## config.mk

```make
export PLATFORM = sky130hd
export DESIGN_NAME = keypad_entry_flat
export DESIGN_NICKNAME = d
export VERILOG_FILES = /design/src/rtl/keypad_entry_if.sv /design/src/rtl/keypad_entry.sv /design/src/flat_wrapper.sv
export SDC_FILE = /design/constraint.sdc
export NUM_CORES = 1
export LEC_CHECK = 0
export BUFFER_PORTS_ARGS = -buffer_cell sky130_fd_sc_hd__buf_2
export CAP_MARGIN = 10
export CELL_PAD_IN_SITES_DETAIL_PLACEMENT = 1
export CELL_PAD_IN_SITES_GLOBAL_PLACEMENT = 1
export CORE_MARGIN = 3
export CORE_UTILIZATION = 47
export CTS_CLUSTER_SIZE = 24
export DETAILED_ROUTE_END_ITERATION = 7
export PLACE_DENSITY = 0.89
export SYNTH_ARGS = -nofsm -noshare
export SYNTH_HDL_FRONTEND = slang
export SYNTH_SLANG_ARGS = --single-unit
```

## constraint.sdc

```tcl
create_clock -name clk -period 6.63 [get_ports clk]
set_input_delay 1.989 -clock clk [delete_from_list [all_inputs] [get_ports clk]]
set_output_delay 1.989 -clock clk [all_outputs]
set_load 0.02 [all_outputs]
```

## src/rtl/keypad_entry_if.sv

```systemverilog
// Entry-result bus of the keypad scanner: the confirm strobe, the confirmed
// value and the live entry state shown on the display.
interface keypad_entry_if;
    logic       flag;
    logic [9:0] key_num;
    logic [9:0] entry_val;
    logic       entry_active;

    modport master (output flag, key_num, entry_val, entry_active);
    modport slave  (input  flag, key_num, entry_val, entry_active);
endinterface

```

## src/rtl/keypad_entry.sv

```systemverilog
// 4x4 matrix keypad scanner with debounce and decimal number entry.
// Digits build a value up to MAX_VAL; A confirms it (one-cycle flag),
// B deletes the last digit, C clears the entry. *, # and D are debounced
// but do nothing.
// Optional feature: define KEYPAD_BEEP_EN to add a `beep` output that pulses
// for BEEP_CYCLES clocks on every accepted key action.
module keypad_entry #(
    parameter int unsigned SCAN_DIV    = 50000,
    parameter int unsigned DEB_TICKS   = 4,
    parameter int unsigned MAX_VAL     = 999
`ifdef KEYPAD_BEEP_EN
    ,
    parameter int unsigned BEEP_CYCLES = 5000000
`endif
) (
    input  logic           clk,
    input  logic           reset_n,
    input  logic [3:0]     row_in,
    output logic [3:0]     col_out,
    keypad_entry_if.master bus
`ifdef KEYPAD_BEEP_EN
    ,
    output logic           beep
`endif
);

    localparam int unsigned DIVW = $clog2(SCAN_DIV);
    localparam int unsigned DW   = $clog2(DEB_TICKS + 1);

    typedef enum logic [1:0] {SCAN, DEB_PRESS, HELD, DEB_REL} state_t;

    state_t          state_q, state_d;
    logic [DIVW-1:0] div_q;
    logic            tick;
    logic [1:0]      col_q, col_d;
    logic [DW-1:0]   deb_q, deb_d, deb_inc;
    logic [3:0]      code_q, code_d;
    logic [3:0]      pat_q, pat_d;
    logic            armed_q, armed_d;
    logic [1:0]      idle_q, idle_d;
    logic            act;

    logic [3:0]      rows_low;
    logic            one_low;
    logic [1:0]      row_idx;

    logic [9:0]      entry_val_q, key_num_q;
    logic            entry_active_q, flag_q;
    logic [2:0]      dcnt_q;

    logic            is_digit, is_enter, is_bksp, is_clear;
    logic [3:0]      digit;
    logic [13:0]     prod;
    logic [9:0]      bs_val;
    logic            digit_fits;

    assign tick     = (div_q == DIVW'(SCAN_DIV - 1));
    assign rows_low = ~row_in;
    assign one_low  = (rows_low != 4'd0) && ((rows_low & (rows_low - 4'd1)) == 4'd0);
    assign deb_inc  = deb_q + DW'(1);
    assign col_out  = ~(4'b0001 << col_q);

    // Free-running scan tick divider
    always_ff @(posedge clk or negedge reset_n) begin
        if (!reset_n)  div_q <= '0;
        else if (tick) div_q <= '0;
        else           div_q <= div_q + DIVW'(1);
    end

    // Index of the single low row
    always_comb begin
        row_idx = 2'd0;
        case (rows_low)
            4'b0010: row_idx = 2'd1;
            4'b0100: row_idx = 2'd2;
            4'b1000: row_idx = 2'd3;
            default: row_idx = 2'd0;
        endcase
    end

    // Scanner / debounce state register
    always_ff @(posedge clk or negedge reset_n) begin
        if (!reset_n) begin
            state_q <= SCAN;
            col_q   <= '0;
            deb_q   <= '0;
            code_q  <= '0;
            pat_q   <= '1;
            armed_q <= 1'b0;
            idle_q  <= '0;
        end else begin
            state_q <= state_d;
            col_q   <= col_d;
            deb_q   <= deb_d;
            code_q  <= code_d;
            pat_q   <= pat_d;
            armed_q <= armed_d;
            idle_q  <= idle_d;
        end
    end

    // Scanner next-state; after reset a full empty sweep is required before
    // any key is accepted, so a key held across reset must be released first
    always_comb begin
        state_d = state_q;
        col_d   = col_q;
        deb_d   = deb_q;
        code_d  = code_q;
        pat_d   = pat_q;
        armed_d = armed_q;
        idle_d  = idle_q;
        act     = 1'b0;
        if (tick) begin
            case (state_q)
                SCAN: begin
                    if (!armed_q) begin
                        if (rows_low == 4'd0) begin
                            if (idle_q == 2'd3) armed_d = 1'b1;
                            else                idle_d  = idle_q + 2'd1;
                        end else begin
                            idle_d = '0;
                        end
                        col_d = col_q + 2'd1;
                    end else if (one_low) begin
                        code_d = {row_idx, col_q};
                        pat_d  = row_in;
                        deb_d  = DW'(1);
                        if (DEB_TICKS <= 1) begin
                            act     = 1'b1;
                            state_d = HELD;
                        end else begin
                            state_d = DEB_PRESS;
                        end
                    end else begin
                        col_d = col_q + 2'd1;
                    end
                end
                DEB_PRESS: begin
                    if (row_in == pat_q) begin
                        deb_d = deb_inc;
                        if (deb_inc == DW'(DEB_TICKS)) begin
                            act     = 1'b1;
                            state_d = HELD;
                        end
                    end else begin
                        state_d = SCAN;
                    end
                end
                HELD: begin
                    if (&row_in) begin
                        deb_d = DW'(1);
                        if (DEB_TICKS <= 1) begin
                            col_d   = col_q + 2'd1;
                            state_d = SCAN;
                        end else begin
                            state_d = DEB_REL;
                        end
                    end
                end
                DEB_REL: begin
                    if (&row_in) begin
                        deb_d = deb_inc;
                        if (deb_inc == DW'(DEB_TICKS)) begin
                            col_d   = col_q + 2'd1;
                            state_d = SCAN;
                        end
                    end else begin
                        state_d = HELD;
                    end
                end
                default: state_d = SCAN;
            endcase
        end
    end

    // Key decode of the code being acted on
    always_comb begin
        is_digit = 1'b1;
        is_enter = 1'b0;
        is_bksp  = 1'b0;
        is_clear = 1'b0;
        digit    = 4'd0;
        case (code_d)
            4'd0:    digit = 4'd1;
            4'd1:    digit = 4'd2;
            4'd2:    digit = 4'd3;
            4'd4:    digit = 4'd4;
            4'd5:    digit = 4'd5;
            4'd6:    digit = 4'd6;
            4'd8:    digit = 4'd7;
            4'd9:    digit = 4'd8;
            4'd10:   digit = 4'd9;
            4'd13:   digit = 4'd0;
            4'd3:    begin is_digit = 1'b0; is_enter = 1'b1; end
            4'd7:    begin is_digit = 1'b0; is_bksp  = 1'b1; end
            4'd11:   begin is_digit = 1'b0; is_clear = 1'b1; end
            default: is_digit = 1'b0;
        endcase
    end

    assign prod       = {4'b0, entry_val_q} * 14'd10 + {10'b0, digit};
    assign digit_fits = (prod <= 14'(MAX_VAL));
    assign bs_val     = entry_val_q / 10'd10;

    // Entry datapath: one action per accepted press
    always_ff @(posedge clk or negedge reset_n) begin
        if (!reset_n) begin
            entry_val_q    <= '0;
            entry_active_q <= 1'b0;
            key_num_q      <= '0;
            flag_q         <= 1'b0;
            dcnt_q         <= '0;
        end else begin
            flag_q <= 1'b0;
            if (act) begin
                if (is_digit) begin
                    if (digit_fits) begin
                        entry_val_q    <= prod[9:0];
                        entry_active_q <= 1'b1;
                        if (dcnt_q != 3'd4) dcnt_q <= dcnt_q + 3'd1;
                    end
                end else if (is_enter) begin
                    if (entry_active_q) begin
                        key_num_q      <= entry_val_q;
                        flag_q         <= 1'b1;
                        entry_val_q    <= '0;
                        entry_active_q <= 1'b0;
                        dcnt_q         <= '0;
                    end
                end else if (is_bksp) begin
                    entry_val_q <= bs_val;
                    if (dcnt_q != 3'd0) dcnt_q <= dcnt_q - 3'd1;
                    if (bs_val == 10'd0 && dcnt_q <= 3'd1) entry_active_q <= 1'b0;
                end else if (is_clear) begin
                    entry_val_q    <= '0;
                    entry_active_q <= 1'b0;
                    dcnt_q         <= '0;
                end
            end
        end
    end

    assign bus.flag         = flag_q;
    assign bus.key_num      = key_num_q;
    assign bus.entry_val    = entry_val_q;
    assign bus.entry_active = entry_active_q;

`ifdef KEYPAD_BEEP_EN
    localparam int unsigned BW = $clog2(BEEP_CYCLES + 1);

    logic [BW-1:0] beep_q;
    logic          beep_start;

    assign beep_start = act && (is_enter || is_bksp || is_clear || (is_digit && digit_fits));

    // Beep duration counter, restarted by every accepted action
    always_ff @(posedge clk or negedge reset_n) begin
        if (!reset_n)              beep_q <= '0;
        else if (beep_start)       beep_q <= BW'(BEEP_CYCLES);
        else if (beep_q != '0)     beep_q <= beep_q - BW'(1);
    end

    assign beep = (beep_q != '0);
`endif

endmodule

```

## src/flat_wrapper.sv

```systemverilog
// flat-port wrapper written by rule: the top's interface ports become plain ports
module keypad_entry_flat 
#(
    parameter int unsigned SCAN_DIV    = 50000,
    parameter int unsigned DEB_TICKS   = 4,
    parameter int unsigned MAX_VAL     = 999

)
  (clk, reset_n, row_in, col_out, bus_flag, bus_key_num, bus_entry_val, bus_entry_active);
  keypad_entry_if bus_i ();
  input  logic clk;
  input  logic reset_n;
  input  logic [3:0] row_in;
  output logic [3:0] col_out;
  output wire logic [$bits(bus_i.flag)-1:0] bus_flag;
  output wire logic [$bits(bus_i.key_num)-1:0] bus_key_num;
  output wire logic [$bits(bus_i.entry_val)-1:0] bus_entry_val;
  output wire logic [$bits(bus_i.entry_active)-1:0] bus_entry_active;
  assign bus_flag = bus_i.flag;
  assign bus_key_num = bus_i.key_num;
  assign bus_entry_val = bus_i.entry_val;
  assign bus_entry_active = bus_i.entry_active;
  keypad_entry #(.SCAN_DIV(SCAN_DIV), .DEB_TICKS(DEB_TICKS), .MAX_VAL(MAX_VAL)) u_core (.clk(clk), .reset_n(reset_n), .row_in(row_in), .col_out(col_out), .bus(bus_i));
endmodule
```

# After elaboration in Yosys (flattened, before gate mapping)
# Cells that the tools add are included.
[word_totals]
register_bits = 59
out_inout_bits = 26
[op_classes]
n_addsub = 8
mul = 1
div_mod_pow = 1
n_lt_le_gt_ge = 2
n_eq_ne = 38
shift = 1
muxes = 63
bitwise = 5
reduce_logical = 23
[op_table]
columns = ["cell", "n"]
rows = [
  ["$mux W10", 6],
  ["$mux W3", 13],
  ["$pmux W4 S9", 1],
  ["$mux W2", 13],
  ["$eq A4 B4 Y1 const B", 6],
  ["$reduce_and A4 Y1", 6],
  ["$mux W1", 21],
  ["$eq A4 B3 Y1 const B", 5],
  ["$reduce_and A6 Y1", 3],
  ["$add A16 B1 Y16 const B", 1],
  ["$eq A16 B16 Y1 const B", 1],
  ["$mux W16", 1],
  ["$mux W4", 4],
  ["$add A14 B4 Y14", 1],
  ["$le A14 B10 Y1 const B", 1],
  ["$mul A10 B3 Y13 const B", 1],
  ["$eq A4 B2 Y1 const B", 3],
  ["$logic_not A4 Y1", 3],
  ["$ne A2 B1 Y1 const B", 6],
  ["$pmux W3 S4", 1],
  ["$div A10 B4 Y10 const B", 1],
  ["$logic_not A10 Y1", 1],
  ["$reduce_or A10 Y1", 1],
  ["$ne A3 B3 Y1 const B", 3],
  ["other kinds (28)", 39],
]

# Depth between registers and ports, before layout
# Gate-level depths: netlist of run 1.
[depth]
word_depth = 15
mapped_depth = 21

# Worst setup path after synthesis of run 1
# No wires, ideal clock.
[synth_timing]
kind = "input-to-reg"
from = "input port row_in[1]"
to = "register u_core.dcnt_q[0]"
setup_time_ns = 0.125
arrival_ns = 6.482
required_ns = 6.505
slack_ns = 0.023
path_stages = 20
n_path_buf = 2
cell_sequence = "clkbuf_1 -> and3_1 -> o21ai_0 -> nor4b_2 -> buf_4 -> mux2i_2 -> clkinv_1 -> xnor2_1 -> o32ai_1 -> ha_1 -> fa_1 -> a21o_1 -> a211oi_1 -> o311a_1 -> o221ai_1 -> a211oi_1 -> nor3_1 -> a221oi_4 -> a21oi_2 -> mux2_4"
[synth_between]
elab_chain_len = 15
elab_cells_between_ends = 48
classes_between = "add/sub: 2; order compare: 1; eq/ne: 20; mux: 16; bitwise: 2; reduce/logical: 7"
[synth_rtl]
columns = ["element", "line", "source"]
rows = [
  ["start: declaration", "flat_wrapper.sv:13", "input logic [3:0] row_in;"],
  ["$not A4 Y4 *", "keypad_entry.sv:58", "assign rows_low = ~row_in;"],
  ["$sub A4 B1 Y4", "keypad_entry.sv:59", "assign one_low = (rows_low != 4'd0) && ((rows_low & (rows_low - 4'd1)) == 4'd0);"],
  ["$and A4 B4 Y4", "keypad_entry.sv:59", ""],
  ["$logic_not A4 Y1", "keypad_entry.sv:59", ""],
  ["$logic_and A1 B1 Y1 *", "keypad_entry.sv:59", ""],
  ["$mux W4 *", "keypad_entry.sv:124", "end else if (one_low) begin"],
  ["$mux W4 *", "keypad_entry.sv:116", "if (!armed_q) begin"],
  ["$mux W4 *", "keypad_entry.sv:114", "case (state_q)"],
  ["$mux W4 *", "keypad_entry.sv:113", "if (tick) begin"],
  ["named net u_core.code_d[0]", "keypad_entry.sv:37", "logic [3:0] code_q, code_d;"],
  ["$eq A4 B4 Y1, or another cell as far along", "keypad_entry.sv:183", "case (code_d)"],
  ["$pmux W4 S9", "keypad_entry.sv:183", ""],
  ["$add A14 B4 Y14", "keypad_entry.sv:201", "assign prod = {4'b0, entry_val_q} * 14'd10 + {10'b0, digit};"],
  ["$le A14 B10 Y1", "keypad_entry.sv:202", "assign digit_fits = (prod <= 14'(MAX_VAL));"],
  ["$ne A2 B2 Y1 (no source line)", "--", ""],
  ["$reduce_and A6 Y1 (no source line)", "--", ""],
  ["end signal: assignment", "keypad_entry.sv:220", "if (dcnt_q != 3'd4) dcnt_q <= dcnt_q + 3'd1;"],
  ["end signal: assignment", "keypad_entry.sv:232", "if (dcnt_q != 3'd0) dcnt_q <= dcnt_q - 3'd1;"],
  ["end: declaration", "keypad_entry.sv:49", "logic [2:0] dcnt_q;"],
]
# The timed path passes the listed nets; every way through them passes the cells marked *.
# A chain may end at the register's enable or synchronous reset.

# Final worst setup path of run 1
[layout_timing]
from = "input port row_in[2]"
to = "register u_core.entry_val_q[8] (netlist: u_core.bus.entry_val[8])"
[layout_between]
elab_chain_len = 15
elab_cells_between_ends = 47
classes_between = "add/sub: 2; order compare: 1; eq/ne: 18; mux: 17; bitwise: 2; reduce/logical: 7"
[layout_rtl]
columns = ["element", "line", "source"]
rows = [
  ["$not A4 Y4 *", "keypad_entry.sv:58", ""],
  ["$sub A4 B1 Y4", "keypad_entry.sv:59", ""],
  ["$and A4 B4 Y4", "keypad_entry.sv:59", ""],
  ["$logic_not A4 Y1", "keypad_entry.sv:59", ""],
  ["$logic_and A1 B1 Y1", "keypad_entry.sv:59", ""],
  ["$mux W4 *", "keypad_entry.sv:124", ""],
  ["$mux W4 *", "keypad_entry.sv:116", ""],
  ["$mux W4 *", "keypad_entry.sv:114", ""],
  ["$mux W4 *", "keypad_entry.sv:113", ""],
  ["named net u_core.code_d[2]", "keypad_entry.sv:37", ""],
  ["$eq A4 B4 Y1, or another cell as far along", "keypad_entry.sv:183", ""],
  ["$pmux W4 S9", "keypad_entry.sv:183", ""],
  ["$add A14 B4 Y14", "keypad_entry.sv:201", ""],
  ["$le A14 B10 Y1", "keypad_entry.sv:202", ""],
  ["$ne A2 B2 Y1 (no source line)", "--", ""],
  ["$reduce_and A4 Y1 (no source line)", "--", ""],
  ["end signal: assignment", "keypad_entry.sv:218", "entry_val_q <= prod[9:0];"],
  ["end signal: assignment", "keypad_entry.sv:231", "entry_val_q <= bs_val;"],
  ["end: declaration", "keypad_entry.sv:47", "logic [9:0] entry_val_q, key_num_q;"],
]
# The timed path passes the listed nets; every way through them passes the cells marked *. The select of a mux whose other input is x is not followed.

==> impl_metrics.env, run 1 <==
export IMPL_status="complete, no violations"
export IMPL_cts_root_buf="clkbuf_8"
export IMPL_worstSetupPathType="in -> reg"
export IMPL_cp_top_family="compound AO/OA/AOI/OAI gates"
export IMPL_arrival_ns=6.77
export IMPL_syn_nets=575
export IMPL_cts_hold_buf=0
export IMPL_syn_to_final_growth_pct=11.57
export IMPL_grt_overflow=0
export IMPL_setup_violations_final=0
export IMPL_cts_tree="done"
export IMPL_synth_avg_cell_area_um2=8.793
export IMPL_cts_clk_slew_worst_paths_ns=0.07
export IMPL_cp_depth=21
export IMPL_grt_pass1_vias=4642
export IMPL_fp_row_count=35
export IMPL_routed_wl_mm=14.23
export IMPL_reg2reg_from="u_core.div_q[4]"
export IMPL_slew_violations=0
export IMPL_timing_rr_end="u_core.bus.entry_val[8]"
export IMPL_fmax_mhz=153.2
export IMPL_clk_latency_ns=0.35
export IMPL_maxCapViolations=0
export IMPL_drc=0
export IMPL_min_path_type="reg -> reg"
export IMPL_gp_congestion=0.9146
export IMPL_layout_drive_gt1_share_pct=18.89
export IMPL_dp_hpwl_mm=9.743
export IMPL_grt_antenna_before_repair=0
export IMPL_multiInputGateArea_um2=3015
export IMPL_fillers=1133
export IMPL_postRouteAntennaNets=0
export IMPL_drtIter0Drc=232
export IMPL_critPathRequiredTime_ns=6.87
export IMPL_cts_sinks=59
export IMPL_ff2ff_path_depth=20
export IMPL_num_vias=4460
export IMPL_drt_vias_per_instance=6.317
export IMPL_core_area_um2=9503
export IMPL_first_pass_iters=4
export IMPL_critPathBufInv=4
export IMPL_worst_setup_path_start_kind="input pin"
export IMPL_syn_inst=536
export IMPL_die_area_um2=11270
export IMPL_grt_usage_pct=25.22
export IMPL_die_y_um=106.1
export IMPL_p_leak_nw=2.346
export IMPL_cp_max_fo=17
export IMPL_synthArstFlopShare_pct=100.0
export IMPL_ys_ff_latch=59
export IMPL_whs_ns=0.4930
export IMPL_port_buffers=31
export IMPL_crit_chain="buf_2 > and3_1 > o21ai_0 > nor4b_4 > buf_4 > mux2_4 > nor2b_1 > nand2_1 > o31ai_1 > buf_4 > fa_1 > a21o_1 > a211oi_1 > o311a_1 > o221ai_1 > a211oi_2 > nor3_1 > a221oi_4 > buf_6 > nor3_1 > a21o_1"
export IMPL_antenna_cells=0
export IMPL_worst_pin_slew_ns=0.9581
export IMPL_crit_path_top_delay_cell="nor4b_4"
export IMPL_clockBufferDepth=2
export IMPL_num_io_pins=32
export IMPL_layout_min_cycle_time_ns=6.526
export IMPL_ys_types=74
export IMPL_htreeDepth=3
export IMPL_fin_worst_skew_ns=0.01475
export IMPL_synth_area_um2=4713
export IMPL_r2r_slack_ns=1.00
export IMPL_crit_path_end="u_core.bus.entry_val[8]"
export IMPL_synth_flop_cell="dfrtp_1"
export IMPL_finalCritPeriodShare_pct=98.42
export IMPL_yosysWarnings=0
export IMPL_cts_made_buffers=9
export IMPL_die_w_um=106.1
export IMPL_start_util_pct=49.60
export IMPL_finalHoldViolations=0
export IMPL_crit_path_end_kind="flip-flop"
export IMPL_power_density_nw_per_um2=136.4
export IMPL_slowest_delay_ns=0.55
export IMPL_grt_pass1_wl_mm=22.96
export IMPL_synth_edf_count=0
export IMPL_place_ws_ns=-0.6836
export IMPL_post_drt_wl_per_cell_um=20.15
export IMPL_cp_startpoint="row_in[2]"
export IMPL_ir_worst_vdd_mv=0.1097
export IMPL_slew_headroom_pct=36.13
export IMPL_regArea_um2=1481
export IMPL_fin_nets=611
export IMPL_worst_slack_ns=0.1045
export IMPL_grt_max_degree=60
export IMPL_ys_seq_area_share_pct=31.43
==> per-stage QoR <==
step / total power (W) / std cells / cell area, um2 / utilization (%) / TNS [ns]
after floorplan: 0.0003733 / 536 / 4713 / - / 0
final: 0.0007173 / 706 / 5259 / 55.34 / 0
after global placement: 0.0003851 / 685 / 5006 / 52.68 / -3.331
after global routing: 0.0007441 / 706 / 5259 / 55.34 / -0.8481
after CTS: 0.0007217 / 703 / 5224 / 54.97 / 0
after detailed placement: 0.0003862 / 685 / 5006 / 52.68 / -7.796
==> state kept, by name, summed over array words and instances, names as in the netlist, 2 cells and up <==
signal and flops:
u_core.div_q 16, u_core.bus.entry_val 10, u_core.bus.key_num 10, u_core.code_q 4
u_core.pat_q 4, u_core.dcnt_q 3, u_core.deb_q 3, u_core.col_q 2
u_core.idle_q 2, u_core.state_q 2
==> cell type report <==
cell class,count,share of cell area [%]
multi-input cells,423,57.34
flip-flops and latches,59,28.17
repair buffers,49,5.591
well taps,129,3.069
clock buffers,11,2.689
inverters,30,2.141
clock inverters,5,0.9993
==> placed cells by master (no fill, tap or decap), drive strengths merged, types with 3 or more instances in the layout <==
cell	instances
mux2i	5
a211oi	10
and3	7
buf	49
a221oi	4
xor2	20
a21oi	30
xnor2	11
ha	31
o22ai	6
nand3	12
clkbuf	11
o31ai	5
o21bai	4
a221o	3
nor4	8
o221ai	4
nand4	15
a211o	3
nor2	49
nor3	18
o32ai	4
nor3b	5
nand2	41
a21o	8
nor2b	9
a311oi	3
nand2b	8
o21ai	29
or2	4
mux2	18
dfrtp	55
inv	26
clkinv	7
a31oi	3
dfstp	4
o21a	5
or3	4
==> synthesized netlist by cell type, types with 6 or more instances <==
master / number / area share [%]
nor2_1: 49 / 3.9
xor2_1: 20 / 3.7
a211oi_1: 10 / 1.6
nand4_1: 15 / 2.0
nor2b_1: 9 / 1.2
and3_1: 7 / 0.93
ha_1: 31 / 8.2
xnor2_1: 11 / 2.0
nor3_1: 17 / 1.8
o21ai_0: 29 / 3.1
nand2_1: 40 / 3.2
a21oi_1: 27 / 2.9
clkbuf_1: 18 / 1.4
inv_1: 26 / 2.1
nand2b_1: 8 / 1.1
nand3_1: 12 / 1.3
nor4_1: 6 / 0.80
dfrtp_1: 55 / 29
a21o_1: 8 / 1.3
mux2_2: 16 / 3.8
==> cell families after synthesis <==
family	count (synthesis)	synth area share, %
AOI/OAI and AO/OA	138	20.44
muxes	23	5.601
buffers and inverters	54	4.964
and+or+nand+nor	197	22.51
DFF	59	31.43
xor gates and xnor gates	31	5.761
adders and majority gates	34	9.291
==> report_power, final <==
part	internal (W)	switching [W]
logic	0.00000550	0.0000142
registers	0.000360	0.000000123
clock network	0.000182	0.000156
total	0.000548	0.000170
==> worst min-delay path by stage <==
stage | start | endpoint | slack (ns) | depth (start not counted)
6_report | u_core.div_q[0] | u_core.div_q[0] | 0.49 | 1
4_1_cts | u_core.div_q[0] | u_core.div_q[0] | 0.50 | 1
2_1_floorplan | u_core.div_q[0] | u_core.div_q[0] | 0.45 | 1
3_5_place_dp | u_core.div_q[0] | u_core.div_q[0] | 0.49 | 1
3_3_place_gp | u_core.div_q[0] | u_core.div_q[0] | 0.48 | 1
5_1_grt | u_core.bus.key_num[5] | u_core.bus.key_num[5] | 0.52 | 1
==> layer usage <==
metal / up-vias / GRT usage, % / part of all wire, %
li1: 2050 / - / -
met1: 2264 / 29.85 / 42
met2: 113 / 45.43 / 51
met3: 33 / 4.068 / 4.1
met4: 0 / 9.898 / 2.5
met5: - / 0 / 0
==> what timing repair did <==
action / in CTS / in global routing
buffers inserted: 2 / 3
pin swaps: 1 / 2
resized for setup: 1 / 3
setup endpoints to repair: 13 / 13
Power figures use the tool's default switching activity.
==> run 2: changes to the inputs <==
Clock period 6.63 ns to 6.3 ns, I/O delays scaled along.
==> run 2 against run 1 <==
Against the previous run:
- via count rose by 0.20%
- total power rose by 4.8%
- global-route usage fell by 0.72 points
- first-iteration DRC count rose by 25%
- critical path depth rose by 1
- critical endpoint is now u_core.dcnt_q[0]
- largest power group unchanged
==> impl_metrics.env, run 2 (same netlist as run 1, synthesis figures left out) <==
export IMPL_fin_worst_skew_ns=0.01336
export IMPL_die_y_um=106.1
export IMPL_worstSetupPathType="in -> reg"
export IMPL_arrival_ns=6.46
export IMPL_gp_congestion=0.8937
export IMPL_die_area_um2=11270
export IMPL_die_w_um=106.1
export IMPL_grt_antenna_before_repair=0
export IMPL_cts_tree="done"
export IMPL_ir_worst_vdd_mv=0.1174
export IMPL_first_pass_iters=4
export IMPL_dp_hpwl_mm=9.578
export IMPL_fmax_mhz=160.5
export IMPL_num_vias=4469
export IMPL_port_buffers=31
export IMPL_cpMostUsedCell="buf_4"
export IMPL_fin_nets=617
export IMPL_core_area_um2=9503
export IMPL_regArea_um2=1481
export IMPL_drt_vias_per_instance=6.277
export IMPL_postRouteAntennaNets=0
export IMPL_antenna_cells=0
export IMPL_grt_overflow=0
export IMPL_fp_row_count=35
export IMPL_post_route_util_pct=56.13
export IMPL_clk_latency_ns=0.35
export IMPL_start_util_pct=49.60
export IMPL_crit_path_top_delay_cell="a211oi_2"
export IMPL_num_io_pins=32
export IMPL_finalCritPeriodShare_pct=98.91
export IMPL_finalHoldViolations=0
export IMPL_cts_hold_buf=0
export IMPL_htreeDepth=3
export IMPL_grt_max_degree=60
export IMPL_multiInputGateArea_um2=3047
export IMPL_clockBufferDepth=2
export IMPL_worst_pin_slew_ns=0.8558
export IMPL_post_drt_wl_per_cell_um=19.55
export IMPL_largest_reg_flops=16
export IMPL_critPathBufInv=5
export IMPL_cp_top_family="compound AO/OA/AOI/OAI gates"
export IMPL_setup_violations_final=0
export IMPL_layout_common_cells="dfrtp_1 (55), nor2_1 (49), nand2_1 (40)"
export IMPL_drtIter0Drc=291
export IMPL_slew_violations=0
export IMPL_fillers=1159
export IMPL_grt_pass1_vias=4536
export IMPL_crit_path_end_kind="flip-flop"
export IMPL_syn_to_final_growth_pct=13.17
export IMPL_r2r_slack_ns=0.73
export IMPL_power_density_nw_per_um2=140.9
export IMPL_maxCapViolations=0
export IMPL_drc=0
export IMPL_layout_commonest_cell="dfrtp_1"
export IMPL_grt_pass1_wl_mm=22.60
export IMPL_final_setup_tns_ns=0
export IMPL_critPathRequiredTime_ns=6.53
export IMPL_grt_usage_pct=24.50
export IMPL_status="complete, no violations"
export IMPL_top_register="u_core.div_q"
export IMPL_layout_min_cycle_time_ns=6.231
export IMPL_worst_setup_path_start_kind="input pin"
export IMPL_crit_chain="buf_2 > and3_1 > o21ai_0 > nor4b_2 > buf_4 > mux2i_1 > inv_2 > buf_4 > nand2_1 > nand2_1 > o31ai_1 > ha_1 > a21o_1 > a21oi_1 > xnor2_1 > o221ai_1 > a211oi_2 > nor3_2 > a221oi_4 > buf_4 > a21oi_2 > mux2_4"
export IMPL_cts_made_buffers=9
export IMPL_cts_clk_slew_worst_paths_ns=0.07
export IMPL_slew_headroom_pct=42.94
export IMPL_slowest_delay_ns=0.43
export IMPL_p_leak_nw=2.388
export IMPL_cp_max_fo=6
export IMPL_cts_root_buf="clkbuf_8"
export IMPL_min_path_type="reg -> reg"
export IMPL_cts_sinks=59
export IMPL_layout_drive_gt1_share_pct=20.75
export IMPL_routed_wl_mm=13.92
run 2: cell count changes in the layout (fill, tap and decap cells not counted), sizes merged:
cell and change:
clkinv -2, buf +6, inv +2
run 2: metrics by stage:
stage | cells | total power, W | hold slack (ns) | instance area [um2] | worst slack (ns)
after floorplan | 536 | 0.0003928 | 0.4547 | 4723 | 0.02417
after global placement | 690 | 0.0004045 | 0.4743 | 5054 | 0.03312
after detailed placement | 690 | 0.0004055 | 0.4903 | 5054 | -0.2293
after CTS | 706 | 0.0007525 | 0.5001 | 5253 | 0.1458
after global routing | 712 | 0.0007747 | 0.5225 | 5334 | -0.09361
final | 712 | 0.0007515 | 0.4929 | 5334 | 0.06851
run 2: path summary, 6_finish.rpt:
| path | startpoint | endpoint | depth (start not counted) |
|---|---|---|---|
| max in group asynchronous | reset_n | u_core.bus.flag | 2 |
| worst max-delay path | row_in[1] | u_core.dcnt_q[0] | 22 |
| worst max register to register | u_core.div_q[4] | u_core.dcnt_q[0] | 21 |
| worst min register to register | u_core.div_q[0] | u_core.div_q[0] | 1 |
| min in group asynchronous | reset_n | u_core.bus.key_num[8] | 2 |
| worst min-delay path | u_core.div_q[0] | u_core.div_q[0] | 1 |
run 2: repair_timing:
item                                    in CTS  in global routing
hold endpoints to repair                     0                  0
pin swaps                                    0                  3
endpoints found under the setup margin       2                 11
gates resized for setup                      1                  9
buffers inserted                             0                  6
run 2: power by group:
part	total, W	internal [W]	switching, W
logic	0.0000206	0.00000585	0.0000148
registers	0.000379	0.000379	0.0000000955
clock network	0.000352	0.000192	0.000160
run 2: cell type report:
type                       count  area share, %
clock buffer                  11          2.651
clock inverter                 5         0.9852
inverter                      30          2.158
multi-input combinational    423          57.12
sequential                    59          27.77
tap                          129          3.026
timing repair buffer          55          6.287
run 2: routing by layer:
metal,part of all wire (%),GRT usage (%)
met4,1.6,7.956
met5,0,0
met2,51,42.26
met3,4.2,4.432
met1,43,30.96
